File: config.mk
export PLATFORM = sky130hd
export DESIGN_NAME = adc_sampler_mc
export DESIGN_NICKNAME = d
export VERILOG_FILES = /design/src/rtl/adc_sampler_mc.sv
export SDC_FILE = /design/constraint.sdc
export NUM_CORES = 1
export LEC_CHECK = 0
export CORE_ASPECT_RATIO = 0.5
export CORE_MARGIN = 2
export CORE_UTILIZATION = 35
export CTS_BUF_LIST = sky130_fd_sc_hd__clkbuf_4 sky130_fd_sc_hd__clkbuf_8 sky130_fd_sc_hd__clkbuf_16
export CTS_CLUSTER_DIAMETER = 50
export DETAILED_ROUTE_END_ITERATION = 6
export HOLD_SLACK_MARGIN = 0.06
export PLACE_DENSITY = 0.66
export SLEW_MARGIN = 10
export SYNTH_ARGS = -nofsm -noshare
export SYNTH_HDL_FRONTEND = slang
export SYNTH_SLANG_ARGS = --single-unit
File: constraint.sdc
create_clock -name clk -period 4.2 [get_ports clk]
set_clock_uncertainty 0.15 [all_clocks]
set_input_delay 0.42 -clock clk [delete_from_list [all_inputs] [get_ports clk]]
set_output_delay 0.42 -clock clk [all_outputs]
set_load 0.03 [all_outputs]
File: src/rtl/adc_sampler_mc.sv
// Multi-channel ADC sampler: internal sample-rate divider, optional 2^N averaging,
// frame serialiser and small output FIFO with a valid/ready stream.
module adc_sampler_mc #(
   parameter int DATA_W     = 12,
   parameter int NUM_CH     = 2,
   parameter int DIV_W      = 16,
   parameter int FIFO_DEPTH = 4,
   parameter int CH_W       = (NUM_CH > 1) ? $clog2(NUM_CH) : 1
) (
   input  logic                     clk,
   input  logic                     rst,
   input  logic [NUM_CH*DATA_W-1:0] adc_data,
   input  logic                     enable,
   input  logic [DIV_W-1:0]         period,
   input  logic [1:0]               avg_log2,
   output logic [DATA_W-1:0]        sample_out,
   output logic [CH_W-1:0]          sample_ch,
   output logic                     sample_valid,
   input  logic                     sample_ready,
   output logic [7:0]               overrun_cnt
);

   localparam int ACC_W = DATA_W + 3;
   localparam int PTR_W = (FIFO_DEPTH > 1) ? $clog2(FIFO_DEPTH) : 1;
   localparam int CNT_W = $clog2(FIFO_DEPTH + 1);
   localparam int ENT_W = CH_W + DATA_W;

   typedef enum logic {IDLE = 1'b0, EMIT = 1'b1} state_t;

   function automatic logic [PTR_W-1:0] ptr_inc(input logic [PTR_W-1:0] p);
      if (p == PTR_W'(FIFO_DEPTH - 1)) begin
         return '0;
      end else begin
         return p + PTR_W'(1);
      end
   endfunction

   logic [DIV_W-1:0]  div_cnt_r;
   logic              tick_s;
   logic [2:0]        acc_cnt_r;
   logic [1:0]        avg_lat_r;
   logic [1:0]        avg_eff_s;
   logic [2:0]        win_last_s;
   logic              win_end_s;
   logic [ACC_W-1:0]  acc_r   [NUM_CH];
   logic [ACC_W-1:0]  sum_s   [NUM_CH];
   logic [DATA_W-1:0] frame_s [NUM_CH];
   logic [DATA_W-1:0] frame_r [NUM_CH];
   state_t            state_r, state_nxt;
   logic [CH_W-1:0]   idx_r, idx_nxt;
   logic              room_ok_s;
   logic              accept_s;
   logic              push_s;
   logic [ENT_W-1:0]  push_data_s;
   logic [ENT_W-1:0]  mem_r [FIFO_DEPTH];
   logic [PTR_W-1:0]  wr_ptr_r, rd_ptr_r, rd_nxt_s;
   logic [CNT_W-1:0]  fifo_cnt_r, cnt_nxt_s;
   logic              pop_s;
   logic [ENT_W-1:0]  head_s;

   // Sample tick: a reduced period is seen on the very next compare, so >= rather than ==.
   always_comb begin
      tick_s = 1'b0;
      if (!enable) begin
         tick_s = 1'b0;
      end else if (period <= DIV_W'(1)) begin
         tick_s = 1'b1;
      end else if (div_cnt_r >= period - DIV_W'(1)) begin
         tick_s = 1'b1;
      end else begin
         tick_s = 1'b0;
      end
   end

   // Divider counter
   always_ff @(posedge clk) begin
      if (rst || !enable || tick_s) begin
         div_cnt_r <= '0;
      end else begin
         div_cnt_r <= div_cnt_r + DIV_W'(1);
      end
   end

   // Window bookkeeping; the exponent in force is the live input only at window start.
   always_comb begin
      avg_eff_s  = avg_lat_r;
      win_last_s = 3'd0;
      if (acc_cnt_r == 3'd0) begin
         avg_eff_s = avg_log2;
      end else begin
         avg_eff_s = avg_lat_r;
      end
      case (avg_eff_s)
         2'd0:    win_last_s = 3'd0;
         2'd1:    win_last_s = 3'd1;
         2'd2:    win_last_s = 3'd3;
         2'd3:    win_last_s = 3'd7;
         default: win_last_s = 3'd0;
      endcase
      win_end_s = tick_s && (acc_cnt_r == win_last_s);
      for (int k = 0; k < NUM_CH; k++) begin
         sum_s[k]   = acc_r[k] + ACC_W'(adc_data[k*DATA_W +: DATA_W]);
         frame_s[k] = DATA_W'(sum_s[k] >> avg_eff_s);
      end
   end

   // Accumulators
   always_ff @(posedge clk) begin
      if (rst) begin
         acc_cnt_r <= 3'd0;
         avg_lat_r <= 2'd0;
         for (int k = 0; k < NUM_CH; k++) acc_r[k] <= '0;
      end else if (!enable || win_end_s) begin
         acc_cnt_r <= 3'd0;
         for (int k = 0; k < NUM_CH; k++) acc_r[k] <= '0;
      end else if (tick_s) begin
         acc_cnt_r <= acc_cnt_r + 3'd1;
         if (acc_cnt_r == 3'd0) avg_lat_r <= avg_log2;
         for (int k = 0; k < NUM_CH; k++) acc_r[k] <= sum_s[k];
      end
   end

   // Room check uses the registered count; a same-cycle pop earns no credit.
   always_comb begin
      room_ok_s = ((CNT_W'(FIFO_DEPTH) - fifo_cnt_r) >= CNT_W'(NUM_CH));
   end

   // Serialiser next-state and push generation
   always_comb begin
      state_nxt   = state_r;
      idx_nxt     = idx_r;
      accept_s    = 1'b0;
      push_s      = 1'b0;
      push_data_s = '0;
      case (state_r)
         IDLE: begin
            if (win_end_s && room_ok_s) begin
               accept_s  = 1'b1;
               state_nxt = EMIT;
               idx_nxt   = '0;
            end else begin
               state_nxt = IDLE;
            end
         end
         EMIT: begin
            push_s      = 1'b1;
            push_data_s = {idx_r, frame_r[idx_r]};
            if (idx_r == CH_W'(NUM_CH - 1)) begin
               state_nxt = IDLE;
               idx_nxt   = '0;
            end else begin
               idx_nxt   = idx_r + CH_W'(1);
            end
         end
         default: begin
            state_nxt = IDLE;
            idx_nxt   = '0;
         end
      endcase
   end

   // Serialiser state, frame latch and overrun counter
   always_ff @(posedge clk) begin
      if (rst) begin
         state_r     <= IDLE;
         idx_r       <= '0;
         overrun_cnt <= 8'd0;
         for (int k = 0; k < NUM_CH; k++) frame_r[k] <= '0;
      end else begin
         state_r <= state_nxt;
         idx_r   <= idx_nxt;
         if (accept_s) begin
            for (int k = 0; k < NUM_CH; k++) frame_r[k] <= frame_s[k];
         end
         if (win_end_s && !accept_s && (overrun_cnt != 8'hFF)) begin
            overrun_cnt <= overrun_cnt + 8'd1;
         end
      end
   end

   // Next head: an entry pushed into an otherwise-empty FIFO bypasses storage.
   always_comb begin
      pop_s     = sample_valid & sample_ready;
      rd_nxt_s  = rd_ptr_r;
      if (pop_s) begin
         rd_nxt_s = ptr_inc(rd_ptr_r);
      end else begin
         rd_nxt_s = rd_ptr_r;
      end
      cnt_nxt_s = fifo_cnt_r + CNT_W'(push_s) - CNT_W'(pop_s);
      if ((fifo_cnt_r - CNT_W'(pop_s)) == CNT_W'(0)) begin
         head_s = push_data_s;
      end else begin
         head_s = mem_r[rd_nxt_s];
      end
   end

   // FIFO storage
   always_ff @(posedge clk) begin
      if (!rst && push_s) mem_r[wr_ptr_r] <= push_data_s;
   end

   // FIFO pointers and registered head outputs
   always_ff @(posedge clk) begin
      if (rst) begin
         wr_ptr_r     <= '0;
         rd_ptr_r     <= '0;
         fifo_cnt_r   <= '0;
         sample_valid <= 1'b0;
         sample_out   <= '0;
         sample_ch    <= '0;
      end else begin
         if (push_s) wr_ptr_r <= ptr_inc(wr_ptr_r);
         rd_ptr_r     <= rd_nxt_s;
         fifo_cnt_r   <= cnt_nxt_s;
         sample_valid <= (cnt_nxt_s != CNT_W'(0));
         if (cnt_nxt_s != CNT_W'(0)) {sample_ch, sample_out} <= head_s;
      end
   end

endmodule

==> reports/qor.txt <==
========================================================================================================
Result of the run                                                                           finished, final reports clean
Starting density of the core                                                                      0.3600
Proportion of synthesized chip area in sequential cells                                           0.4624
Hold violation count in the final report                                                               0
Global router's overall resource usage                                                            0.1536
Critical-path maximum fanout                                                                          22
Category of the worst setup path capture point                                                  register
Max-slew headroom                                                                                 0.3962
Clock root cell                                                                             sky130_fd_sc_hd__clkbuf_16
Total negative slack for setup checks                                                               0 ns
Achievable frequency                                                                           260.7 MHz
Routed wire length per instance                                                                 14.81 um
Share of post-route cells with drive strength above 1                                            0.08546
Average vias per placed instance                                                                   5.079
Asr flop ratio synth                                                                                   0
Combinational family with the most area after synthesis                                     simple AND/OR/NAND/NOR gates
Setup slack, reg-to-reg                                                                          0.81 ns
Highest-count cells in the layout ignoring fill and taps                                    sky130_fd_sc_hd__nand2_1 (114), sky130_fd_sc_hd__nor2_1 (109), sky130_fd_sc_hd__edfxtp_1 (106), sky130_fd_sc_hd__clkdlybuf4s50_1 (67), sky130_fd_sc_hd__ha_1 (57)
Clock tree from TritonCTS                                                                            yes
Congestion Overflow GR                                                                                 0
Maximum ir drop on the vdd rail                                                                0.2545 mV
Net switching power figure                                                                       1424 uW
Cell-internal power                                                                              3191 uW
Largest net degree at the start of global routing                                                     31
Number of failing setup endpoints in the final timing report                                           0
Crit path required time                                                                          4.30 ns
Vias post-DR                                                                                        6917
Global-route wire length before repair                                                          33970 um
Total wire length after detailed routing                                                        20170 um
Drt pass-1 iters                                                                                       5
Reg power frac                                                                                     0.385
Multiplexer area fraction after synthesis                                                        0.05739
Synthesized cell area                                                                           9179 um2
Clock latency of the later-clocked register in the worst-skew pair                               0.43 ns
Placer Congestion                                                                                 0.8335
Number of cell rows                                                                                   41
Part of the power in the clock network                                                             0.353
Switching fraction of total power                                                                 0.3086
Number of synthesis warnings                                                                           0
Share of synthesized cell area in and, or, nand and nor gates                                     0.1833
Total area of sequential cells                                                                  4244 um2
Max capacitance violation total                                                                        0
Min Tclk post-route                                                                             3.835 ns
Number of resized instances in the post-cts repair step                                                0
TritonCTS Sinks                                                                                      159
Number of synthesized flops with an enable pin                                                       106
PnR worst setup slack                                                                          0.3648 ns
Overall die width                                                                               233.0 um
Critical Setup Path Class                                                                         in2reg
Post-CTS clock slew at the launch and capture registers of the worst setup and hold paths        0.07 ns
Synthesized area per cell                                                                      9.859 um2
Die Y-Extent                                                                                    118.5 um
Total of hold buffers inserted after clock tree synthesis                                              0
Most common library cell in the layout ignoring fill and taps                               sky130_fd_sc_hd__nand2_1
Synthesized instance count                                                                           931
Leakage                                                                                      0.004289 uW
Post-DRT Antenna Nets                                                                                  0
Pre-CTS WS                                                                                    -0.2067 ns
Input/output buffers                                                                                  67
Yosys reg bits                                                                                       159
Top-level I/O count                                                                                   68
Net count after synthesis                                                                           1037
Top_reg_cell synth                                                                          sky130_fd_sc_hd__edfxtp_1
Compound-Gate Fraction of Synth Area                                                              0.1225
Max-slew violation total from the final report                                                         0
Ant diodes                                                                                             0
Area of the placeable core                                                                     25500 um2
Footprint of the multi-input gates                                                              4687 um2
Via count of the first global-routing pass                                                          6748
Largest buffer count on any clock path                                                                 2
Worst slack on hold paths                                                                      0.3066 ns
Arrival time reported for the critical path endpoint                                             3.94 ns
Xor-xnor portion of the synthesized cell area                                                    0.05821
Hold Path Class                                                                                  reg2reg
# DRC                                                                                                  0
Antenna violations before repair                                                                       1
Actual transition at the worst max-transition pin                                              0.9057 ns
Initial drt markers                                                                                  391
Count of nets after finishing                                                                       1111
Die footprint                                                                                  27620 um2
Deepest level of the CTS H-tree                                                                        4
Area growth, synth to finish                                                                      20.30%
Number of buffers added for setup after CTS                                                            0
Combinational cell fraction of total power                                                         0.262
Distinct cells, synth                                                                                 66
Post-detailed-placement half-perimeter wirelength                                               14620 um
Adder-cell share of the synthesized area                                                         0.08424
Power density cells                                                                         418.0 nW/um2
Fill cell count                                                                                     2369
Setup repair after global routing missed its margin                                                   no
Clock buffer count from CTS                                                                           17
CP startpoint kind                                                                             input pin
Crit share post-route                                                                             0.9131
========================================================================================================
area by class of cell:
cell class | count | share of cell area
Multi-Input combinational cell | 696 | 0.4245
Sequential cell | 159 | 0.3844
Timing Repair Buffer | 94 | 0.08363
Tap cell | 344 | 0.03898
Clock buffer | 17 | 0.03853
Clock inverter | 15 | 0.01745
Inverter | 37 | 0.01258
state kept, by name, summed over array words and instances (netlist names), 2 cells and up, named ones only:
signal       count
avg_lat_r        2
mem_r           52
wr_ptr_r         2
frame_r         24
fifo_cnt_r       3
acc_r           30
sample_out      12
overrun_cnt      8
div_cnt_r       16
rd_ptr_r         2
acc_cnt_r        3
cell families after synthesis:
group	after synthesis
mux	49
xor+xnor	61
compound gates	167
buf+inv	76
simple gates	359
flops	159
fa+ha+maj	60
through the flow:
step | instances | total power [uW] | instance area [um2] | util
floorplan | 931 | 2656 | 9179 | -
global placement | 1330 | 3000 | 10400 | 0.4081
detailed placement | 1330 | 3026 | 10400 | 0.4081
CTS | 1362 | 4668 | 11020 | 0.4323
global route | 1362 | 4875 | 11040 | 0.4331
finish | 1362 | 4615 | 11040 | 0.4331
critical path, cell delays in order:
cell	delay, ns
sky130_fd_sc_hd__clkdlybuf4s50_1	0.45
sky130_fd_sc_hd__nor4_2	0.33
sky130_fd_sc_hd__nand2_1	0.14
sky130_fd_sc_hd__nor3_2	0.16
sky130_fd_sc_hd__nand2_1	0.09
sky130_fd_sc_hd__or3_1	0.35
sky130_fd_sc_hd__nor3_2	0.14
sky130_fd_sc_hd__xnor2_1	0.08
sky130_fd_sc_hd__ha_1	0.30
sky130_fd_sc_hd__nand4_1	0.13
sky130_fd_sc_hd__o41ai_2	0.36
sky130_fd_sc_hd__buf_4	0.20
sky130_fd_sc_hd__o2111ai_2	0.15
sky130_fd_sc_hd__buf_12	0.22
sky130_fd_sc_hd__a31o_2	0.22
sky130_fd_sc_hd__a221oi_2	0.18
Yosys cell counts, drive strengths merged, types with 19 or more instances:
cell	count	area share
nand2	115	0.047
nor2	110	0.045
edfxtp	106	0.35
ha	57	0.078
dfxtp	53	0.12
mux2i	41	0.045
a21oi	37	0.020
inv	37	0.015
o21ai	36	0.020
xnor2	35	0.033
clkbuf	32	0.013
nor2b	26	0.018
xor2	26	0.025
and3	25	0.017
nand3	21	0.011
a211oi	19	0.016
metal layers:
layer,share of wire,global-route usage
met1,0.48,0.2006
met2,0.47,0.2532
met3,0.041,0.03330
met4,0.015,0.04936
met5,0,0
power groups by stage:
stage / logic [uW] / registers [uW] / clock network, uW
floorplan: 768 / 1890 / 0
global placement: 1190 / 1810 / 0
detailed placement: 1210 / 1810 / 0
CTS: 1230 / 1780 / 1660
global route: 1350 / 1790 / 1730
finish: 1210 / 1780 / 1630
path summary, 6_finish.rpt:
path	from	end	depth (start not counted)
worst min register to register	sample_out[10]	sample_out[10]	2
worst min-delay path	sample_out[10]	sample_out[10]	2
worst max register to register	acc_cnt_r[0]	overrun_cnt[4]	10
worst max-delay path	period[5]	frame_r[0][11]	16
No activity file was read; power rests on OpenSTA's default activity.
